File: config.mk
export PLATFORM = sky130hd
export DESIGN_NAME = dmem_arbiter_ctrl
export DESIGN_NICKNAME = d
export VERILOG_FILES = /design/src/rtl/dmem_arbiter_ctrl.sv
export SDC_FILE = /design/constraint.sdc
export NUM_CORES = 1
export LEC_CHECK = 0
export CAP_MARGIN = 5
export CORE_MARGIN = 8
export CORE_UTILIZATION = 35
export CTS_CLUSTER_DIAMETER = 50
export CTS_CLUSTER_SIZE = 30
export DETAILED_ROUTE_END_ITERATION = 7
export PLACE_DENSITY = 0.74
export SKIP_LAST_GASP = 1
export SYNTH_ARGS = -nofsm -noshare
export SYNTH_HDL_FRONTEND = slang
export SYNTH_SLANG_ARGS = --single-unit
File: constraint.sdc
create_clock -name clk -period 4.2 [get_ports clk]
set_clock_uncertainty 0.15 [all_clocks]
set_input_delay 0.42 -clock clk [delete_from_list [all_inputs] [get_ports clk]]
set_output_delay 0.42 -clock clk [all_outputs]
set_load 0.05 [all_outputs]
File: src/rtl/dmem_arbiter_ctrl.sv
// rtl/dmem_arbiter_ctrl.sv - two-port round-robin arbiter and load/store sequencer for word-addressed data memory
module dmem_arbiter_ctrl #(
  parameter int ADDR_W = 8
) (
  input  logic        clk,
  input  logic        rst_n,
  input  logic        r0_req,
  input  logic        r0_we,
  input  logic [1:0]  r0_size,
  input  logic        r0_unsigned,
  input  logic [31:0] r0_addr,
  input  logic [31:0] r0_wdata,
  output logic        r0_gnt,
  output logic        r0_done,
  output logic [31:0] r0_rdata,
  output logic        r0_err,
  input  logic        r1_req,
  input  logic        r1_we,
  input  logic [1:0]  r1_size,
  input  logic        r1_unsigned,
  input  logic [31:0] r1_addr,
  input  logic [31:0] r1_wdata,
  output logic        r1_gnt,
  output logic        r1_done,
  output logic [31:0] r1_rdata,
  output logic        r1_err,
  output logic        mem_we,
  output logic [31:0] mem_addr,
  output logic [31:0] mem_wd,
  input  logic [31:0] mem_rd
);

  typedef enum logic [1:0] {IDLE, RD, WR, DONE} state_t;

  state_t              state_q;
  logic                prio_q;
  logic                own_q;
  logic                we_q;
  logic                uns_q;
  logic [1:0]          size_q;
  logic [ADDR_W+1:0]   addr_q;
  logic [15:0]         wdata_q;
  logic                mem_we_q;
  logic [ADDR_W-1:0]   mem_addr_q;
  logic [31:0]         mem_wd_q;
  logic                r0_done_q, r1_done_q, r0_err_q, r1_err_q;
  logic [31:0]         r0_rdata_q, r1_rdata_q;

  function automatic logic bad_req(input logic [1:0] sz, input logic [31:0] a);
    return (sz == 2'b11) || (sz == 2'b01 && a[0]) ||
           (sz == 2'b10 && a[1:0] != 2'b00) || ((a >> (ADDR_W + 2)) != 32'd0);
  endfunction

  // Little-endian lane replace; only byte and half ever reach here.
  function automatic logic [31:0] merge_lane(input logic [31:0] w, input logic [15:0] d,
                                             input logic [1:0] sz, input logic [1:0] a);
    logic [31:0] r;
    r = w;
    if (sz == 2'b00) r[{a, 3'b000} +: 8] = d[7:0];
    else             r[{a[1], 4'b0000} +: 16] = d;
    return r;
  endfunction

  function automatic logic [31:0] extract(input logic [31:0] w, input logic [1:0] sz,
                                          input logic uns, input logic [1:0] a);
    logic [7:0]  b;
    logic [15:0] h;
    b = w[{a, 3'b000} +: 8];
    h = w[{a[1], 4'b0000} +: 16];
    case (sz)
      2'b00:   return uns ? {24'd0, b} : {{24{b[7]}}, b};
      2'b01:   return uns ? {16'd0, h} : {{16{h[15]}}, h};
      default: return w;
    endcase
  endfunction

  // Port 1 wins only when it is alone or it is its turn.
  logic        pick1, any_req;
  logic        s_we, s_uns, s_err;
  logic [1:0]  s_size;
  logic [31:0] s_addr, s_wdata;

  assign any_req = r0_req | r1_req;
  assign pick1   = r1_req & (~r0_req | prio_q);
  assign s_we    = pick1 ? r1_we       : r0_we;
  assign s_size  = pick1 ? r1_size     : r0_size;
  assign s_uns   = pick1 ? r1_unsigned : r0_unsigned;
  assign s_addr  = pick1 ? r1_addr     : r0_addr;
  assign s_wdata = pick1 ? r1_wdata    : r0_wdata;
  assign s_err   = bad_req(s_size, s_addr);

  assign r0_gnt = rst_n && state_q == IDLE && r0_req && !pick1;
  assign r1_gnt = rst_n && state_q == IDLE && pick1;

  logic        fin_en, fin_own, fin_err;
  logic [31:0] fin_rdata;

  always_comb begin
    fin_en    = 1'b0;
    fin_own   = own_q;
    fin_err   = 1'b0;
    fin_rdata = 32'd0;
    case (state_q)
      IDLE: if (any_req && s_err) begin
        fin_en  = 1'b1;
        fin_own = pick1;
        fin_err = 1'b1;
      end
      RD: if (!we_q) begin
        fin_en    = 1'b1;
        fin_rdata = extract(mem_rd, size_q, uns_q, addr_q[1:0]);
      end
      WR:      fin_en = 1'b1;
      default: ;
    endcase
  end

  always_ff @(posedge clk) begin
    if (!rst_n) begin
      state_q    <= IDLE;
      prio_q     <= 1'b0;
      own_q      <= 1'b0;
      we_q       <= 1'b0;
      uns_q      <= 1'b0;
      size_q     <= 2'b00;
      addr_q     <= '0;
      wdata_q    <= 16'd0;
      mem_we_q   <= 1'b0;
      mem_addr_q <= '0;
      mem_wd_q   <= 32'd0;
      r0_done_q  <= 1'b0;
      r1_done_q  <= 1'b0;
      r0_err_q   <= 1'b0;
      r1_err_q   <= 1'b0;
      r0_rdata_q <= 32'd0;
      r1_rdata_q <= 32'd0;
    end else begin
      mem_we_q   <= 1'b0;
      mem_addr_q <= '0;
      mem_wd_q   <= 32'd0;
      r0_done_q  <= 1'b0;
      r1_done_q  <= 1'b0;
      case (state_q)
        IDLE: if (any_req) begin
          own_q   <= pick1;
          prio_q  <= ~pick1;
          we_q    <= s_we;
          uns_q   <= s_uns;
          size_q  <= s_size;
          addr_q  <= s_addr[ADDR_W+1:0];
          wdata_q <= s_wdata[15:0];
          if (s_err) begin
            state_q <= DONE;
          end else if (s_we && s_size == 2'b10) begin
            state_q    <= WR;
            mem_we_q   <= 1'b1;
            mem_addr_q <= s_addr[ADDR_W+1:2];
            mem_wd_q   <= s_wdata;
          end else begin
            state_q    <= RD;
            mem_addr_q <= s_addr[ADDR_W+1:2];
          end
        end
        RD: if (we_q) begin
          state_q    <= WR;
          mem_we_q   <= 1'b1;
          mem_addr_q <= addr_q[ADDR_W+1:2];
          mem_wd_q   <= merge_lane(mem_rd, wdata_q, size_q, addr_q[1:0]);
        end else begin
          state_q <= DONE;
        end
        WR:      state_q <= DONE;
        default: state_q <= IDLE;
      endcase
      if (fin_en) begin
        if (fin_own) begin
          r1_done_q  <= 1'b1;
          r1_err_q   <= fin_err;
          r1_rdata_q <= fin_rdata;
        end else begin
          r0_done_q  <= 1'b1;
          r0_err_q   <= fin_err;
          r0_rdata_q <= fin_rdata;
        end
      end
    end
  end

  assign mem_we   = mem_we_q;
  assign mem_addr = {{(32-ADDR_W){1'b0}}, mem_addr_q};
  assign mem_wd   = mem_wd_q;
  assign r0_done  = r0_done_q;
  assign r1_done  = r1_done_q;
  assign r0_err   = r0_err_q;
  assign r1_err   = r1_err_q;
  assign r0_rdata = r0_rdata_q;
  assign r1_rdata = r1_rdata_q;

endmodule

==> results.sh, run 1 <==
export IMPL_cap_violations=0
export IMPL_clk_pin_slew_ps=70
export IMPL_timing_slew_headroom_pct=31.7
export IMPL_critical_path_class="reg -> out"
export IMPL_tightest_slew_ps=1020
export IMPL_slew_violations=0
export IMPL_ys_flop_type="dfxtp_1"
export IMPL_yosys_area_top_type="dfxtp_1"
export IMPL_p_leak_nw=4.21
export IMPL_die_w_microns=158
export IMPL_setup_tns_ps=0
export IMPL_crit_chain="inv_1 -> ha_1 -> nand2_1 -> nor2_1 -> clkdlybuf4s50_1"
export IMPL_cts_resized=0
export IMPL_grt_overflow_total=0
export IMPL_htree_levels=4
export IMPL_max_stage_delay_ps=860
export IMPL_synthTopCellsByArea="dfxtp_1 (40%), mux2i_1 (15%), nand2_1 (5.5%)"
export IMPL_start_util_pct=35.3
export IMPL_synth_commonest_cells="dfxtp_1 (143), mux2i_1 (107), nand2_1 (104)"
export IMPL_die_area_sq_mm=0.0250
export IMPL_drt_iter0_drc=687
export IMPL_period_needed_ps=3090
export IMPL_dieHeight_microns=158
export IMPL_routed_wirelength_mm=26.0
export IMPL_regArea_sq_mm=0.00286
export IMPL_muxShareOfSynthArea_pct=17.5
export IMPL_synth_fa_ha_area_share_pct=1.59
export IMPL_synth_edf_count=0
export IMPL_place_ws_ps=627
export IMPL_ant_nets=0
export IMPL_cts_max_path_buffers=2
export IMPL_fp_coreArea_sq_mm=0.0200
export IMPL_nFillCells=1889
export IMPL_status="complete, but fails checks"
export IMPL_dr_total_vias=6869
export IMPL_track_usage_pct=20.1
export IMPL_p_per_area_mw_per_mm2=539
export IMPL_grt_antenna_before_repair=0
export IMPL_insertion_delay_ps=430
export IMPL_setup_violations_final=0
export IMPL_num_rows=52
export IMPL_syn2layout_area_growth_pct=48.8
export IMPL_drc_errors=4
export IMPL_grt_pass1_wl_mm=38.6
export IMPL_io_pins=307
export IMPL_dr_pass1_iters=8
export IMPL_cpMaxStageDelayCell="clkdlybuf4s50_1"
export IMPL_synthesis_area_sq_mm=0.00707
export IMPL_fmax_mhz=323
export IMPL_via_per_inst=5.28
export IMPL_hold_buffers=0
export IMPL_synth_top_family_by_area="compound AO/OA/AOI/OAI gates"
export IMPL_post_cts_buffers=0
export IMPL_cts_buffers=17
export IMPL_syn_area_per_cell_sq_um=9.29
export IMPL_place_congestion=0.922
export IMPL_arrival_ps=2520
export IMPL_grt_setup_unrepaired="no"
export IMPL_hold_class="in -> reg"
export IMPL_diodes=0
export IMPL_clockRootBuffer="clkbuf_16"
export IMPL_grt_max_degree=78
export IMPL_nets=1199
export IMPL_required_ps=3630
export IMPL_worstPathMaxFanout=12
export IMPL_synthXorXnorAreaFrac_pct=0
export IMPL_wire_per_inst_microns=20.0
export IMPL_synth_compound_area_share_pct=20.1
export IMPL_port_buffers=282
export IMPL_finalHoldViolations=0
export IMPL_async_reset_ff_share_pct=0
export IMPL_cts_tree="yes"
export IMPL_clock_sinks=143
export IMPL_ys_warn_count=0
export IMPL_ys_ff_latch=143
export IMPL_syn_inst=761
export IMPL_synth_top_area_share_pct=40.5
export IMPL_synth_most_common_cell="dfxtp_1"
export IMPL_hpwl_mm=20.4
export IMPL_ys_seq_area_share_pct=40.5
export IMPL_multi_input_area_sq_mm=0.00376
export IMPL_first_global_vias=6935
export IMPL_setup_ws_ps=1110
export IMPL_synth_simple_area_share_pct=12.4
export IMPL_ir_drop_mv=0.280
export IMPL_synth_distinct_cells=58
export IMPL_violations="design-rule violations"
export IMPL_end_kind="output pin"
export IMPL_finalCritPeriodShare_pct=73.6
export IMPL_startpoint_type="register"
export IMPL_drive_gt1_share_pct=6.12
-- area by class of cell --
| type | instances | share of cell area [%] |
|---|---|---|
| timing repair buffer | 295 | 27.7 |
| inverter | 22 | 0.785 |
| tap | 270 | 3.21 |
| sequential | 143 | 27.2 |
| multi-input combinational | 539 | 35.8 |
| clock inverter | 11 | 1.05 |
| clock buffer | 20 | 4.25 |
-- cell families after synthesis --
logic type | after synthesis
simple gates | 198
compound gates | 193
flops | 143
mux | 115
buf+inv | 102
fa+ha+maj | 9
other cells | 1
-- power by group --
group          leakage (nW)  total (mW)  switching [mW]  internal, mW
Combinational          2.79        2.46            1.49         0.972
Clock                 0.263        1.44           0.609         0.833
Sequential             1.16        1.76           0.202          1.56
-- metal layers --
layer	track usage (%)	wire, microns	up-vias
met5	0	0	-
met1	23.1	10100	3167
met4	8.26	799	0
li1	-	-	3283
met3	6.06	2490	53
met2	34.2	12600	366
-- layout by cell type (no fill, tap or decap), drive strengths merged, types with 20 or more instances in the layout --
cell,n
a211oi,28
clkbuf,20
clkdlybuf4s50,281
conb,24
dfxtp,143
inv,24
mux2i,107
nand2,104
nor2,50
o22ai,46
-- flip-flops by register name, summed over array words and instances, names as in the netlist, 2 cells and up --
name / flops
wdata_q: 16
r1_rdata: 32
size_q: 2
state_q: 2
r0_rdata: 32
mem_addr_q: 8
addr_q: 10
mem_wd: 32
-- path summary, 6_finish.rpt --
| kind | start | to | slack (ps) | cells past startpoint |
|---|---|---|---|---|
| setup / recovery | state_q[1] | r1_gnt | 1110 | 5 |
| setup reg to reg | addr_q[1] | mem_wd[24] | 1130 | 6 |
| hold / removal | rst_n | state_q[1] | 150 | 3 |
| hold reg to reg | r0_rdata[6] | r0_rdata[6] | 310 | 2 |
-- through the flow --
| stage | std cells | util, % | power, mW | hold slack (ps) | area, sq um |
|---|---|---|---|---|---|
| 2_1_floorplan | 784 | - | 3.59 | 312 | 7160 |
| 4_1_cts | 1300 | 52.5 | 5.68 | 137 | 10500 |
| 5_1_grt | 1300 | 52.5 | 5.96 | 158 | 10500 |
| 3_5_place_dp | 1269 | 49.7 | 4.24 | 298 | 9960 |
| 6_report | 1300 | 52.5 | 5.67 | 152 | 10500 |
| 3_3_place_gp | 1269 | 49.7 | 4.21 | 293 | 9960 |
-- worst max-delay path, delay by kind of cell (launching register included) --
kind,cells,cell delay [ps]
fa+ha+maj,1,450
buf+inv,2,980
flops,1,330
simple gates,2,330
Note: power is estimated with default switching activity, not from simulation.
==> run 2, diff against run 1 <==
--- a/config.mk
+++ b/config.mk
@@ -11,7 +11,7 @@
 export CTS_CLUSTER_DIAMETER = 50
 export CTS_CLUSTER_SIZE = 30
 export DETAILED_ROUTE_END_ITERATION = 7
-export PLACE_DENSITY = 0.74
+export PLACE_DENSITY = 0.77
 export SKIP_LAST_GASP = 1
 export SYNTH_ARGS = -nofsm -noshare
 export SYNTH_HDL_FRONTEND = slang
==> constraint.sdc (replaced) <==
create_clock -name clk -period 2.76 [get_ports clk]
set_clock_uncertainty 0.15 [all_clocks]
set_input_delay 0.276 -clock clk [delete_from_list [all_inputs] [get_ports clk]]
set_output_delay 0.276 -clock clk [all_outputs]
set_load 0.05 [all_outputs]
==> run 2 against run 1 <==
Against the previous run:
- the run still ends with design-rule violations left
- core utilization is 1.3 points higher
- critical endpoint is now mem_wd[24]
- wire length increased by 2.1%
- register-to-register slack lost 930 ps
- design area grew 2.5%
==> results.sh, run 2 (synthesis results as in run 1) <==
export IMPL_cp_top_family="compound AO/OA/AOI/OAI gates"
export IMPL_ant_nets=0
export IMPL_ir_drop_mv=0.486
export IMPL_path_buf_inv=1
export IMPL_hpwl_mm=21.0
export IMPL_startpoint_type="register"
export IMPL_critical_path_class="reg -> reg"
export IMPL_crit_chain="inv_1 -> nor2_1 -> a21oi_1 -> a222oi_1 -> o22ai_1"
export IMPL_finalHoldViolations=0
export IMPL_max_stage_delay_ps=600
export IMPL_cts_max_path_buffers=2
export IMPL_post_cts_buffers=0
export IMPL_setup_ws_ps=204
export IMPL_final_cells=1323
export IMPL_p_leak_nw=4.37
export IMPL_diodes=0
export IMPL_die_w_microns=158
export IMPL_finalCritPeriodShare_pct=92.6
export IMPL_grt_max_degree=70
export IMPL_required_ps=2890
export IMPL_grt_setup_unrepaired="no"
export IMPL_clockRootBuffer="clkbuf_16"
export IMPL_track_usage_pct=20.6
export IMPL_end_kind="register"
export IMPL_start_util_pct=35.3
export IMPL_place_congestion=0.930
export IMPL_fp_coreArea_sq_mm=0.0200
export IMPL_arrival_ps=2690
export IMPL_worstPathMaxFanout=11
export IMPL_cpMaxStageDelayCell="nor2_1"
export IMPL_hold_class="in -> reg"
export IMPL_place_ws_ps=-178
export IMPL_tightest_slew_ps=754
export IMPL_power_mw=8.82
export IMPL_layout_common_cells="clkdlybuf4s50_1 (279), dfxtp_1 (143), mux2i_1 (107)"
export IMPL_setup_violations_final=0
export IMPL_routed_wirelength_mm=26.6
export IMPL_clk_pin_slew_ps=60
export IMPL_cts_tree="yes"
export IMPL_port_buffers=282
export IMPL_violations="design-rule violations"
export IMPL_drive_gt1_share_pct=8.45
export IMPL_fmax_mhz=391
export IMPL_wire_per_inst_microns=20.1
export IMPL_layout_commonest_cell="clkdlybuf4s50_1"
export IMPL_die_area_sq_mm=0.0250
export IMPL_syn2layout_area_growth_pct=52.4
export IMPL_crit_start="addr_q[1]"
export IMPL_htree_levels=4
export IMPL_grt_overflow_total=0
export IMPL_dr_total_vias=7023
export IMPL_dieHeight_microns=158
export IMPL_grt_pass1_wl_mm=39.4
export IMPL_dp_cells=1292
export IMPL_cap_violations=0
export IMPL_period_needed_ps=2560
export IMPL_insertion_delay_ps=420
export IMPL_first_global_vias=7056
export IMPL_dr_pass1_iters=8
export IMPL_drt_iter0_drc=710
export IMPL_slew_violations=0
export IMPL_clock_sinks=143
export IMPL_nets=1222
export IMPL_p_per_area_mw_per_mm2=818
export IMPL_status="complete, but fails checks"
export IMPL_drc_errors=1
export IMPL_via_per_inst=5.31
export IMPL_hp_start="rst_n"
export IMPL_r2r_start="addr_q[1]"
export IMPL_grt_antenna_before_repair=1
export IMPL_timing_slew_headroom_pct=49.4
export IMPL_num_rows=52
export IMPL_final_util_pct=53.8
export IMPL_io_pins=307
export IMPL_setup_tns_ps=0
export IMPL_cts_buffers=17
[run 2: cell types whose count changed in the layout (fill, tap and decap cells not counted), sizes merged]
cell / before / now
buf: 14 / 39
clkbuf: 20 / 18
clkdlybuf4s50: 281 / 279
clkinv: 5 / 7
[run 2: area by class of cell]
class,instances,area (sq um)
multi-input cells,539,3760
clock inverters,13,116
clock buffers,18,429
inverters,22,82.6
well taps,270,338
repair buffers,318,3180
flip-flops and latches,143,2860
fillers,1810,9270
[run 2: metal layers]
| layer | up-vias | part of all wire [%] | track usage, % |
|---|---|---|---|
| li1 | 3326 | - | - |
| met1 | 3323 | 39 | 23.7 |
| met2 | 335 | 50 | 36.1 |
| met3 | 39 | 8.6 | 5.65 |
| met4 | 0 | 2.3 | 6.87 |
| met5 | - | 0 | 0 |
[run 2: timing repair]
item,CTS,global route
endpoints found under the hold margin,0,0
gates resized for setup,0,1
hold buffers,0,0
endpoints found under the setup margin,0,3
[run 2: worst paths after layout]
check	to	slack [ps]	cells after the start
hold / removal	state_q[1]	120	3
setup / recovery	mem_wd[24]	200	5
hold reg to reg	r1_rdata[17]	310	2
setup reg to reg	mem_wd[24]	200	5
[run 2: worst min-delay path: stages]
cell and delay (ps):
buf_2 190, nand2_1 120, o41ai_1 60
[run 2: power by group]
| group | internal (mW) | switching (mW) |
|---|---|---|
| clock | 1.24 | 0.907 |
| sequential | 2.38 | 0.256 |
| combinational | 1.66 | 2.38 |
[run 2: metrics by stage]
stage                     cell area, sq um  hold WS, ps
after floorplan                       7160          227
after global placement               10200          292
after detailed placement             10200          299
after CTS                            10800         97.3
after global routing                 10800          121
final                                10800          121
